## config.mk

```make
export PLATFORM = sky130hd
export DESIGN_NAME = pwm_capture
export DESIGN_NICKNAME = d
export VERILOG_FILES = /design/src/rtl/pwm_bus_pkg.sv /design/src/rtl/pwm_edge_sync.sv /design/src/rtl/pwm_capture.sv
export SDC_FILE = /design/constraint.sdc
export NUM_CORES = 1
export LEC_CHECK = 0
export BUFFER_PORTS_ARGS = -buffer_cell sky130_fd_sc_hd__clkbuf_2
export CAP_MARGIN = 20
export CORE_MARGIN = 5
export CORE_UTILIZATION = 25
export CTS_CLUSTER_DIAMETER = 200
export CTS_CLUSTER_SIZE = 20
export DETAILED_ROUTE_END_ITERATION = 6
export SLEW_MARGIN = 0
export SYNTH_ARGS = -nofsm -noshare
export SYNTH_HDL_FRONTEND = slang
export SYNTH_SLANG_ARGS = --single-unit
```

## constraint.sdc

```tcl
create_clock -name clk -period 2.8 [get_ports clk]
set_input_delay 0 -clock clk [delete_from_list [all_inputs] [get_ports clk]]
set_output_delay 0 -clock clk [all_outputs]
set_load 0.01 [all_outputs]
```

## src/rtl/pwm_bus_pkg.sv

```systemverilog
// Shared register map, bit indices and capture FSM encoding for the PWM bus blocks.
package pwm_bus_pkg;

  localparam logic [7:0] ADDR_CTRL   = 8'h00;
  localparam logic [7:0] ADDR_STATUS = 8'h04;
  localparam logic [7:0] ADDR_MEAS   = 8'h08;

  localparam int unsigned CTRL_EN_BIT     = 0;
  localparam int unsigned CTRL_IRQ_EN_BIT = 1;
  localparam int unsigned CTRL_CLR_BIT    = 2;

  localparam int unsigned STAT_VALID_BIT   = 0;
  localparam int unsigned STAT_TIMEOUT_BIT = 1;
  localparam int unsigned STAT_LEVEL_BIT   = 2;

  typedef enum logic [1:0] {
    CAP_IDLE = 2'd0,
    CAP_ARM  = 2'd1,
    CAP_HIGH = 2'd2,
    CAP_LOW  = 2'd3
  } cap_state_e;

endpackage

```

## src/rtl/pwm_edge_sync.sv

```systemverilog
// Synchronizes the asynchronous pulse train and produces registered rise/fall pulses.
module pwm_edge_sync #(
  parameter int unsigned SYNC_STAGES = 2
) (
  input  logic clk,
  input  logic reset_n,
  input  logic pwm_in,
  output logic s_in,
  output logic rise,
  output logic fall
);

  logic [SYNC_STAGES-1:0] sync_q;
  logic                   prev_q;
  logic                   rise_q;
  logic                   fall_q;

  // Synchronizer chain, previous-level flop and registered edge pulses.
  always_ff @(posedge clk or negedge reset_n) begin
    if (!reset_n) begin
      sync_q <= '0;
      prev_q <= 1'b0;
      rise_q <= 1'b0;
      fall_q <= 1'b0;
    end else begin
      sync_q <= {sync_q[SYNC_STAGES-2:0], pwm_in};
      prev_q <= sync_q[SYNC_STAGES-1];
      rise_q <= sync_q[SYNC_STAGES-1] & ~prev_q;
      fall_q <= ~sync_q[SYNC_STAGES-1] & prev_q;
    end
  end

  assign s_in = sync_q[SYNC_STAGES-1];
  assign rise = rise_q;
  assign fall = fall_q;

endmodule

```

## src/rtl/pwm_capture.sv

```systemverilog
// Measures high time and period of a pulse train; results readable on the register bus.
module pwm_capture
  import pwm_bus_pkg::*;
#(
  parameter int unsigned CNT_W       = 16,
  parameter int unsigned SYNC_STAGES = 2
) (
  input  logic        clk,
  input  logic        reset_n,
  input  logic [7:0]  addr,
  input  logic [31:0] wdata,
  output logic [31:0] rdata,
  input  logic        wen,
  input  logic        ren,
  input  logic        pwm_in,
  output logic        irq
);

  localparam logic [CNT_W-1:0] CNT_MAX = '1;

  logic s_in;
  logic rise;
  logic fall;

  cap_state_e       state_q, state_d;
  logic [CNT_W-1:0] hcnt_q, hcnt_d;
  logic [CNT_W-1:0] pcnt_q, pcnt_d;
  logic [CNT_W-1:0] hlat_q, hlat_d;
  logic [1:0]       ctrl_q, ctrl_d;
  logic             valid_q, valid_d;
  logic             timeout_q, timeout_d;
  logic [31:0]      meas_q, meas_d;
  logic [31:0]      rdata_q, rdata_d;
  logic             irq_q, irq_d;

  logic        en_c;
  logic        ctrl_wr_c;
  logic        clr_c;
  logic        stat_w1c_c;
  logic        meas_rd_c;
  logic        capture_c;
  logic        tout_c;
  logic [31:0] rd_mux_c;
  logic        unused_wdata_c;

  pwm_edge_sync #(
    .SYNC_STAGES(SYNC_STAGES)
  ) u_edge_sync (
    .clk    (clk),
    .reset_n(reset_n),
    .pwm_in (pwm_in),
    .s_in   (s_in),
    .rise   (rise),
    .fall   (fall)
  );

  assign en_c           = ctrl_q[CTRL_EN_BIT];
  assign ctrl_wr_c      = wen && (addr == ADDR_CTRL);
  assign clr_c          = ctrl_wr_c && wdata[CTRL_CLR_BIT];
  assign stat_w1c_c     = wen && (addr == ADDR_STATUS) && wdata[STAT_TIMEOUT_BIT];
  assign meas_rd_c      = ren && (addr == ADDR_MEAS);
  assign unused_wdata_c = ^wdata[31:3];

  // Capture FSM: next state, counters and capture/timeout events.
  always_comb begin
    state_d   = state_q;
    hcnt_d    = hcnt_q;
    pcnt_d    = pcnt_q;
    hlat_d    = hlat_q;
    capture_c = 1'b0;
    tout_c    = 1'b0;
    case (state_q)
      CAP_IDLE: begin
        hcnt_d = '0;
        pcnt_d = '0;
        if (en_c) state_d = CAP_ARM;
      end
      CAP_ARM: begin
        hcnt_d = '0;
        pcnt_d = '0;
        if (rise) begin
          state_d = CAP_HIGH;
          hcnt_d  = CNT_W'(1);
          pcnt_d  = CNT_W'(1);
        end
      end
      CAP_HIGH: begin
        if (pcnt_q == CNT_MAX) begin
          tout_c  = 1'b1;
          state_d = CAP_ARM;
        end else begin
          hcnt_d = hcnt_q + CNT_W'(1);
          pcnt_d = pcnt_q + CNT_W'(1);
          if (fall) begin
            hlat_d  = hcnt_q;
            state_d = CAP_LOW;
          end
        end
      end
      CAP_LOW: begin
        if (pcnt_q == CNT_MAX) begin
          tout_c  = 1'b1;
          state_d = CAP_ARM;
        end else if (rise) begin
          capture_c = 1'b1;
          state_d   = CAP_HIGH;
          hcnt_d    = CNT_W'(1);
          pcnt_d    = CNT_W'(1);
        end else begin
          pcnt_d = pcnt_q + CNT_W'(1);
        end
      end
      default: state_d = CAP_IDLE;
    endcase
    // Disabling drops any partial measurement.
    if (!en_c) begin
      state_d   = CAP_IDLE;
      hcnt_d    = '0;
      pcnt_d    = '0;
      capture_c = 1'b0;
      tout_c    = 1'b0;
    end
    // Clear restarts from ARM using the enable value being written alongside it.
    if (clr_c) begin
      state_d   = wdata[CTRL_EN_BIT] ? CAP_ARM : CAP_IDLE;
      hcnt_d    = '0;
      pcnt_d    = '0;
      capture_c = 1'b0;
      tout_c    = 1'b0;
    end
  end

  // Read mux over the pre-write register values.
  always_comb begin
    rd_mux_c = '0;
    case (addr)
      ADDR_CTRL:   rd_mux_c = 32'(ctrl_q);
      ADDR_STATUS: begin
        rd_mux_c[STAT_VALID_BIT]   = valid_q;
        rd_mux_c[STAT_TIMEOUT_BIT] = timeout_q;
        rd_mux_c[STAT_LEVEL_BIT]   = s_in;
      end
      ADDR_MEAS:   rd_mux_c = meas_q;
      default:     rd_mux_c = '0;
    endcase
  end

  // Register file next state; hardware flag sets beat software clears, clear pulse beats all.
  always_comb begin
    ctrl_d    = ctrl_q;
    valid_d   = valid_q;
    timeout_d = timeout_q;
    meas_d    = meas_q;
    rdata_d   = rdata_q;
    irq_d     = ctrl_q[CTRL_IRQ_EN_BIT] & (valid_q | timeout_q);
    if (ctrl_wr_c) ctrl_d = {wdata[CTRL_IRQ_EN_BIT], wdata[CTRL_EN_BIT]};
    if (ren)       rdata_d = rd_mux_c;
    if (meas_rd_c) valid_d = 1'b0;
    if (stat_w1c_c) timeout_d = 1'b0;
    if (capture_c) begin
      valid_d = 1'b1;
      meas_d  = 32'({pcnt_q, hlat_q});
    end
    if (tout_c) timeout_d = 1'b1;
    if (clr_c) begin
      valid_d   = 1'b0;
      timeout_d = 1'b0;
      meas_d    = '0;
    end
  end

  // State and register flops.
  always_ff @(posedge clk or negedge reset_n) begin
    if (!reset_n) begin
      state_q   <= CAP_IDLE;
      hcnt_q    <= '0;
      pcnt_q    <= '0;
      hlat_q    <= '0;
      ctrl_q    <= '0;
      valid_q   <= 1'b0;
      timeout_q <= 1'b0;
      meas_q    <= '0;
      rdata_q   <= '0;
      irq_q     <= 1'b0;
    end else begin
      state_q   <= state_d;
      hcnt_q    <= hcnt_d;
      pcnt_q    <= pcnt_d;
      hlat_q    <= hlat_d;
      ctrl_q    <= ctrl_d;
      valid_q   <= valid_d;
      timeout_q <= timeout_d;
      meas_q    <= meas_d;
      rdata_q   <= rdata_d;
      irq_q     <= irq_d;
    end
  end

  assign rdata = rdata_q;
  assign irq   = irq_q;

endmodule

```

==> flow_summary.toml <==
[synthesis]
synth_area_leaders = "dfrtp_1 (58%), a22o_1 (5.5%), o21ai_0 (4.9%), mux2_2 (3.8%), nand2_1 (3.6%)"
ys_ff_latch = 124
synth_top_area_share_pct = 57.6
syn_area_per_cell_sq_um = 10.6
synthFlopType = "dfrtp_1"
synthCells = 506
synth_area_sq_um = 5380
ys_seq_area_share_pct = 57.6
synth-async-reset-ratio_pct = 100
synth_fp_nets = 553
synth-edff-count = 0
yosysTopAreaCell = "dfrtp_1"
ys_types = 48
ys.warnings.count = 0

[timing]
fin_setup_tns_ns = 0
setup_ws_ns = 0.340
fin_crit_sh_pct = 87.8
drv_slew = 0
rsz0062_at_grt = "false"
setup_viol = 0
fin_worst_skew_ns = 0.00641
worst_pin_slew_ns = 0.923
hold_viol = 0
maxSlewHeadroom_pct = 38.2
max_freq_mhz = 407
worst_hold_slack_ns = 0.0835
period_needed_ns = 2.46

[route]
viasPerCell = 4.61
routed_wl_um = 11900
wl_per_cell_um = 13.8
drtAntennaViolNets = 0
drt_iter0_drc = 172
drc = 0
drt_pass1_iterations = 4
dr_total_vias = 3985

[pwr]
ir_worst_vdd_mv = 0.404
p_leak_nw = 2.97
p_comb_share_pct = 2.1
p_sw_mw = 0.881
swShare_pct = 20.9
pwr-share-clk_pct = 55.1
pwr-share-seq_pct = 42.7
p_per_area_nw_per_um2 = 628
p_int_mw = 3.34
finalPower_mw = 4.22

[floorplanning]
dieHeight_um = 157
start_util_pct = 25.5
ios = 78
coreArea_sq_um = 21100
rows = 53
design.die.area_sq_um = 24600
die_w_um = 157

[finish]
multi_input_area_sq_um = 2030
fin_util_pct = 31.9
layout.nets = 622
synthToLayoutAreaGrowth_pct = 24.9
drive_above_1_share_pct = 21.3
n_fill_cell = 2161
fin_cells = 864
fin_area_sq_um = 6720
register_area_sq_um = 3100

[clock_network]
cts.sinks = 124
clk_latency_ns = 0.40
clockBufferDepth = 2
h-tree-depth = 4
cts-root-buf = "clkbuf_16"
cts_buffers = 17
post_cts_resized = 0
clk_pin_slew_ns = 0.06
cts_tree = "built"

[worst_hold_path]
min_from = "addr[3]"
hold_end = "rdata[0]$_DFFE_PN0P_"
whs_path_depth = 4
min_path_type = "in -> reg"

[global_routing]
grt_max_degree = 70
grtUsageMet1_pct = 14.3
grt_overflow = 0
grt-busiest-layer = "met2"
grt_pass1_wl_um = 20300
grt_pass1_vias = 3906
gr-usage-met2_pct = 15.2
grt_antenna_before_repair = 2
met3_usage_pct = 3.13
track_usage_pct = 10.3

[critical_path]
crit_fanout = 10
worstPathRequired_ns = 3.04
critPathLaunchType = "register"
endpoint_kind = "register"
path_class = "reg -> reg"
cp.arrival_ns = 2.70
rr_endpoint = "pcnt_q[11]$_DFFE_PN0P_"
rr_worst_depth = 6
r2r_setup_slack_ns = 0.34
rr_startpoint = "pcnt_q[0]$_DFFE_PN0P_"

[run]
maxCapViolations = 0

[place]
place_area_sq_um = 6050
numPlacedInstances = 827
gp_congestion = 0.855
place_ws_ns = 0.340
portBuffers = 48
place_hpwl_um = 8380

[run_status]
status = "finished, final reports clean"
critical path, cell delays in order, from the launching register on:
cell      delay [ns]
dfrtp_1         0.41
ha_1            0.28
nand4_1         0.20
or4_1           0.64
o311ai_4        0.53
or3_1           0.18
a21oi_1         0.06
registers in the layout, indices dropped and copies added, names as in the netlist, 2 cells and up:
register / flops
meas_q: 32
rdata: 32
hcnt_q: 16
hlat_q: 16
pcnt_q: 16
ctrl_q: 2
state_q: 2
u_edge_sync.sync_q: 2
layer usage:
layer,vias up,wire length (um)
li1,1955,-
met1,1947,5930
met2,65,5140
met3,16,667
met4,2,177
met5,-,11
logic make-up (layout without fill, tap and decap cells):
kind of cell / Yosys count / count (layout) / share of synthesized area (%)
AND/OR/NAND/NOR: 150 / 150 / 14.3
flip-flops: 124 / 124 / 57.6
XOR/XNOR: 7 / 7 / 1.14
adder cells (fa/ha/maj): 2 / 2 / 0.465
other: 0 / 1 / 0
buffers and inverters: 66 / 148 / 4.83
AO/OA/AOI/OAI: 136 / 136 / 17.3
multiplexers: 21 / 21 / 4.32
worst max path at each step:
stage                     depth (start not counted)  slack (ns)                  start                endpoint
after floorplan                                   6        0.60  pcnt_q[0]$_DFFE_PN0P_  hlat_q[10]$_DFFE_PN0P_
after global placement                            6        0.37  pcnt_q[0]$_DFFE_PN0P_  pcnt_q[11]$_DFFE_PN0P_
after detailed placement                          6        0.34  pcnt_q[0]$_DFFE_PN0P_   pcnt_q[9]$_DFFE_PN0P_
after CTS                                         6        0.34  pcnt_q[0]$_DFFE_PN0P_  pcnt_q[11]$_DFFE_PN0P_
after global routing                              6        0.13  pcnt_q[0]$_DFFE_PN0P_   pcnt_q[7]$_DFFE_PN0P_
final                                             6        0.34  pcnt_q[0]$_DFFE_PN0P_  pcnt_q[11]$_DFFE_PN0P_
synth_stat cells (all sizes together) (3+ instances only):
library cell / instances
xor2: 5
o22ai: 3
a21o: 6
clkbuf: 11
and3: 5
o21ai: 53
mux2i: 3
inv: 47
nor3: 14
nor2: 18
nand3: 15
nand4: 10
a22o: 34
or4: 4
nor4: 8
a21oi: 21
or3: 10
o211ai: 5
mux2: 18
nor2b: 6
nand2: 52
dfrtp: 124
buf: 8
power groups by stage:
stage	clock, mW	sequential [mW]	combinational (mW)
final	2.33	1.80	0.0907
after global placement	0	1.84	0.0894
after global routing	2.45	1.80	0.106
after detailed placement	0	1.84	0.0898
after CTS	2.37	1.80	0.0949
after floorplan	0	1.83	0.0246
layout by cell type (no fill, tap or decap), types with 3 or more instances in the layout:
master and count:
nor3_2 3, nand3_1 15, xor2_1 5, nand4_1 9, clkbuf_16 17, clkinvlp_4 5
mux2_2 18, nor2b_1 6, mux2i_1 3, nor2_1 18, nor3_1 11, o21ai_0 53
and3_1 5, o22ai_1 3, or3_1 10, or4_1 3, a21oi_1 21, o211ai_1 4
nand2_1 52, nor4_1 7, a21o_1 6, buf_4 16, clkbuf_2 47, inv_1 47
dlygate4sd3_1 4, dfrtp_1 124, a22o_1 34, bufinv_16 4
area by class of cell:
cell class,instances,share of cell area (%)
diodes,1,0.0372
well taps,275,5.12
multi-input cells,316,30.2
flip-flops and latches,124,46.2
inverters,47,2.62
clock buffers,19,6.59
clock inverters,13,2.81
repair buffers,69,6.48
timing repair:
| action | CTS | global route |
|---|---|---|
| endpoints found under the hold margin | 49 | 0 |
| setup buffers | 0 | 0 |
| hold buffers | 4 | 0 |
(Power assumes the default switching activity.)
